==> config.mk <==
export PLATFORM = sky130hd
export DESIGN_NAME = demux1to4_seq_flat
export DESIGN_NICKNAME = d
export VERILOG_FILES = /design/src/rtl/demux1to4_seq_if.sv /design/src/rtl/demux1to4_seq.sv /design/src/flat_wrapper.sv
export SDC_FILE = /design/constraint.sdc
export NUM_CORES = 1
export LEC_CHECK = 0
export CORE_AREA = 4 4 41 43
export CTS_BUF_LIST = sky130_fd_sc_hd__clkbuf_4 sky130_fd_sc_hd__clkbuf_8 sky130_fd_sc_hd__clkbuf_16
export CTS_CLUSTER_DIAMETER = 100
export DETAILED_ROUTE_END_ITERATION = 8
export DIE_AREA = 0 0 45 47
export GPL_ROUTABILITY_DRIVEN = 0
export HOLD_SLACK_MARGIN = 0.08
export PLACE_DENSITY = 0.85
export SYNTH_ARGS = -nofsm -noshare
export SYNTH_HDL_FRONTEND = slang
export SYNTH_SLANG_ARGS = --single-unit
==> constraint.sdc <==
create_clock -name clk -period 3.1 [get_ports clk]
set_clock_uncertainty 0.15 [all_clocks]
set_input_delay 0.31 -clock clk [delete_from_list [all_inputs] [get_ports clk]]
set_output_delay 0.31 -clock clk [all_outputs]
set_load 0.05 [all_outputs]
==> src/rtl/demux1to4_seq_if.sv <==
// Request/lane bundle between an event source and demux1to4_seq.
// Source drives the request side; the demux drives lanes and status.
// No state of its own; flow control is the in_valid/in_ready pair.
interface demux1to4_seq_if #(
  parameter int N_OUT = 4,
  parameter int SEL_W = 2
);
  logic             in_valid;
  logic             in_ready;
  logic [SEL_W-1:0] sel;
  logic             d;
  logic [N_OUT-1:0] y;
  logic             busy;
  logic             err;

  modport master (
    output in_valid, sel, d,
    input  in_ready, y, busy, err
  );

  modport slave (
    input  in_valid, sel, d,
    output in_ready, y, busy, err
  );
endinterface

==> src/rtl/demux1to4_seq.sv <==
// Steers one data bit onto one of N_OUT lanes as a PULSE_LEN pulse + GAP_LEN gap (DEMUX_HOLD_EN: latch lane).
// Latency: y registered, valid the cycle after the accepting edge; one request per PULSE_LEN+GAP_LEN+1 cycles.
// Backpressure: in_ready low outside IDLE; requests are ignored until it returns high.
module demux1to4_seq #(
  parameter int N_OUT     = 4,
  parameter int SEL_W     = 2,
  parameter int PULSE_LEN = 2,
  parameter int GAP_LEN   = 1
) (
  input  logic             clk,
  input  logic             rst_n,
  demux1to4_seq_if.slave   bus
);

  localparam int MAX_LEN = (PULSE_LEN > GAP_LEN) ? PULSE_LEN : GAP_LEN;
  localparam int CNT_W   = $clog2(MAX_LEN) + 1;
  localparam logic [CNT_W-1:0] P_LOAD = CNT_W'(PULSE_LEN - 1);
  localparam logic [CNT_W-1:0] G_LOAD = CNT_W'(GAP_LEN - 1);

  typedef enum logic [1:0] {S_IDLE, S_DRIVE, S_GAP} state_t;

  state_t           r_state;
  logic [CNT_W-1:0] r_cnt;
  logic [SEL_W-1:0] r_sel_q;
  logic             r_d_q;
  logic [N_OUT-1:0] r_y;
  logic             r_err;

  logic             w_sel_ok;
  logic [N_OUT-1:0] w_lane;
  logic [N_OUT-1:0] w_lane_q;

  assign w_sel_ok = (int'(bus.sel) < N_OUT);
  assign w_lane   = {{(N_OUT-1){1'b0}}, bus.d} << bus.sel;
  assign w_lane_q = {{(N_OUT-1){1'b0}}, r_d_q} << r_sel_q;

  assign bus.in_ready = (r_state == S_IDLE);
  assign bus.busy     = (r_state != S_IDLE);
  assign bus.y        = r_y;
  assign bus.err      = r_err;

  always_ff @(posedge clk or negedge rst_n) begin
    if (!rst_n) begin
      r_state <= S_IDLE;
      r_cnt   <= '0;
      r_sel_q <= '0;
      r_d_q   <= 1'b0;
      r_y     <= '0;
      r_err   <= 1'b0;
    end else begin
      r_err <= 1'b0;
      case (r_state)
        S_IDLE: begin
          if (bus.in_valid) begin
            if (w_sel_ok) begin
              r_sel_q <= bus.sel;
              r_d_q   <= bus.d;
`ifdef DEMUX_HOLD_EN
              // Switching away from the latched lane still needs the dead gap.
              if ((bus.sel != r_sel_q) && (GAP_LEN > 0)) begin
                r_y     <= '0;
                r_cnt   <= G_LOAD;
                r_state <= S_GAP;
              end else begin
                r_y     <= w_lane;
                r_cnt   <= P_LOAD;
                r_state <= S_DRIVE;
              end
`else
              r_y     <= w_lane;
              r_cnt   <= P_LOAD;
              r_state <= S_DRIVE;
`endif
            end else begin
              r_err <= 1'b1;
            end
          end
        end

        S_DRIVE: begin
          r_y <= w_lane_q;
          if (r_cnt != '0) begin
            r_cnt <= r_cnt - CNT_W'(1);
          end else begin
`ifdef DEMUX_HOLD_EN
            r_state <= S_IDLE;
`else
            r_y <= '0;
            if (GAP_LEN > 0) begin
              r_cnt   <= G_LOAD;
              r_state <= S_GAP;
            end else begin
              r_state <= S_IDLE;
            end
`endif
          end
        end

        S_GAP: begin
          r_y <= '0;
          if (r_cnt != '0) begin
            r_cnt <= r_cnt - CNT_W'(1);
          end else begin
`ifdef DEMUX_HOLD_EN
            // Gap only precedes a lane change here, so the pulse follows.
            r_y     <= w_lane_q;
            r_cnt   <= P_LOAD;
            r_state <= S_DRIVE;
`else
            r_state <= S_IDLE;
`endif
          end
        end

        default: begin
          r_y     <= '0;
          r_state <= S_IDLE;
        end
      endcase
    end
  end

endmodule

==> src/flat_wrapper.sv <==
// flat-port wrapper written by rule: the top's interface ports become plain ports
module demux1to4_seq_flat 
#(
  parameter int N_OUT     = 4,
  parameter int SEL_W     = 2,
  parameter int PULSE_LEN = 2,
  parameter int GAP_LEN   = 1
)
  (clk, rst_n, bus_in_valid, bus_sel, bus_d, bus_in_ready, bus_y, bus_busy, bus_err);
  demux1to4_seq_if #(.N_OUT(N_OUT), .SEL_W(SEL_W)) bus_i ();
  input  logic clk;
  input  logic rst_n;
  input wire logic [$bits(bus_i.in_valid)-1:0] bus_in_valid;
  input wire logic [$bits(bus_i.sel)-1:0] bus_sel;
  input wire logic [$bits(bus_i.d)-1:0] bus_d;
  output wire logic [$bits(bus_i.in_ready)-1:0] bus_in_ready;
  output wire logic [$bits(bus_i.y)-1:0] bus_y;
  output wire logic [$bits(bus_i.busy)-1:0] bus_busy;
  output wire logic [$bits(bus_i.err)-1:0] bus_err;
  assign bus_i.in_valid = bus_in_valid;
  assign bus_i.sel = bus_sel;
  assign bus_i.d = bus_d;
  assign bus_in_ready = bus_i.in_ready;
  assign bus_y = bus_i.y;
  assign bus_busy = bus_i.busy;
  assign bus_err = bus_i.err;
  demux1to4_seq #(.N_OUT(N_OUT), .SEL_W(SEL_W), .PULSE_LEN(PULSE_LEN), .GAP_LEN(GAP_LEN)) u_core (.clk(clk), .rst_n(rst_n), .bus(bus_i));
endmodule
==> impl_metrics.yaml <==
outcome:
  status: "finished clean"
synth:
  yosysMostFrequentCell: "dfrtp_1"
  synth_enable_flop_cells: 0
  synth_seq_cells: 11
  synth_cells: 64
  synth-seq-area-share_pct: 41.5
  synth.area.top_cells: "dfrtp_1 (42%), ha_1 (13%), a21oi_1 (5.3%), o2bb2ai_1 (5.3%), mux2_2 (5.1%)"
  syn_nets: 77
  synth_largest_area_cell: "dfrtp_1"
  yosysWarningCount: 0
  ys.flop_type: "dfrtp_1"
  netlist_area_um2: 663
  synth_top_area_share_pct: 41.5
  synthTopCellsByCount: "dfrtp_1 (11), a21oi_1 (7), ha_1 (7), inv_1 (7)"
  async_flop_share_pct: 100
  synth_cell_type_count: 23
  syn-mean-instance-area_um2: 10.4
global_route:
  grt_pass1_wl_mm: 2.31
  antenna_found_initial: 0
  grt_overflow_total: 0
  grt_pass1_vias: 536
  grt_max_degree: 12
  grt.total_usage_pct: 15.5
timing:
  slew_violations: 0
  hold_viol: 0
  final.min_clock_period_ns: 2.49
  worstMarginPinSlew_ns: 0.503
  relSlewSlack_pct: 66.3
  rsz0062_at_grt: "false"
  setup_viol: 0
  max_freq_ghz: 0.402
  final.setup.tns_ns: 0
  finalCritPeriodShare_pct: 80.3
detailed_routing:
  drc: 0
  wl_per_cell_um: 14.9
  via_count: 528
  ant_nets: 0
  vias_per_cell: 5.68
  dr.first_iter.drc_count: 15
  totalWireLength_mm: 1.38
  drt_first_pass_iters: 4
cells_and_area:
  drive_gt1_share_pct: 11.5
  fill_cells: 111
  fin_nets: 92
  final_util_pct: 62.6
  diodes: 0
  syn2layout_area_growth_pct: 22.8
power:
  finalPower_mw: 0.769
  ir_drop_v: 0.000523
  p_per_area_nw_per_um2: 943
  p_leak_nw: 0.373
clock_tree:
  cts_buffer_depth: 2
  post_cts_buffers: 0
  cts_tree: "yes"
  h-tree-depth: 1
  cts_hold_buf: 0
  path_clk_slew_ns: 0.07
  cts-resized-gates: 0
  worstSkewPairLatency_ns: 0.26
  clock-sinks: 11
  cts_made_buffers: 3
  cts-root-buf: "clkbuf_4"
critical_path:
  crit_top_cell: "inv_1"
  cp_max_fo: 7
  crit_required_ns: 2.64
  start_kind: "flop"
  cp_num_buf_inv: 3
  path_delay_family: "buffers and inverters"
  crit_chain: "inv_1 > ha_1 > inv_1 > clkdlybuf4s50_1"
  cp_slowest_cell: "clkdlybuf4s50_1"
  crit_path_end_kind: "output port"
  path_class: "flop to output port"
  max_stage_delay_ns: 0.83
  cp.arrival_ns: 2.03
die:
  die_w_um: 45
  start_util_pct: 51.0
  core_area_um2: 1300
  fp-row-count: 13
  die-area_um2: 2120
  io_pins: 13
  fp.dieH_um: 47
worst_hold_path:
  min_path_type: "primary input to asynchronous set/reset pin"
placement:
  post-dp-hpwl_mm: 1.05
  port_buffers: 11
job:
  cap_violations: 0
flip-flops by register name, summed over array words and instances (netlist names):
name / flops
u_core.bus.y: 4
u_core.r_cnt: 2
u_core.r_sel_q: 2
u_core.r_state: 2
u_core.r_d_q: 1
cells by family (layout without fill, tap and decap cells):
logic type / count (synthesis) / after routing / synth area share, %
adders and majority gates: 7 / 7 / 13.2
DFF: 11 / 11 / 41.5
AOI/OAI and AO/OA: 18 / 18 / 18.7
and+or+nand+nor: 14 / 14 / 13.8
buffers and inverters: 9 / 23 / 5.66
other: 1 / 1 / 0.565
muxes: 4 / 4 / 6.60
per-layer routing:
metal	wire length [µm]	track usage, %
met5	0	0
met4	21	9.94
met3	52	3.45
met2	641	22.6
met1	668	20.7
layout by cell type, fill, tap and decap left out, drive strengths merged:
cell | synthesis | final
o22ai | 2 | 2
clkbuf | 0 | 4
nand4 | 1 | 1
nand2 | 4 | 4
and4b | 2 | 2
clkdlybuf4s50 | 0 | 11
dfrtp | 11 | 11
o21bai | 1 | 1
a221oi | 1 | 1
o21ai | 2 | 2
o2bb2ai | 4 | 4
nor4bb | 1 | 1
and2 | 1 | 1
ha | 7 | 7
inv | 8 | 8
a2bb2oi | 1 | 1
nand4b | 1 | 1
a21oi | 7 | 7
conb | 1 | 1
nor2b | 2 | 2
nand2b | 2 | 2
mux2 | 3 | 3
mux2i | 1 | 1
power breakdown:
group          internal (mW)  switching [mW]  total [mW]
clock                 0.0585          0.0476       0.106
sequential             0.196          0.0428       0.239
combinational          0.167           0.257       0.423
total                  0.422           0.347       0.769
metrics by stage:
stage | area, µm² | hold slack, ns | worst slack, ns | instances
after floorplan | 663 | -0.136 | 1.18 | 64
after global placement | 785 | 0.353 | 0.979 | 89
after detailed placement | 785 | 0.365 | 0.923 | 89
after CTS | 815 | 0.225 | 0.629 | 93
after global routing | 815 | 0.240 | 0.519 | 93
final | 815 | 0.219 | 0.611 | 93
cell type report:
type | instances | area, µm² | area share, %
clock buffer | 4 | 30.0 | 3.69
inverter | 8 | 30.0 | 3.69
multi-input combinational | 44 | 350 | 43.0
sequential | 11 | 275 | 33.8
tap | 15 | 18.8 | 2.30
timing repair buffer | 11 | 110 | 13.5
path summary, 6_finish.rpt:
kind                                   start                end  slack, ns  depth (start not counted)
hold reg to reg            u_core.r_sel_q[1]    u_core.bus.y[1]       0.38                          1
setup reg to reg           u_core.r_state[0]    u_core.r_cnt[1]       1.50                          4
hold / removal                         rst_n    u_core.bus.y[0]       0.22                          1
max in group asynchronous              rst_n  u_core.r_state[1]       2.26                          1
min in group clk           u_core.r_sel_q[1]    u_core.bus.y[1]       0.38                          1
setup / recovery           u_core.r_state[0]           bus_busy       0.61                          4
Note: power is estimated with default switching activity, not from simulation.
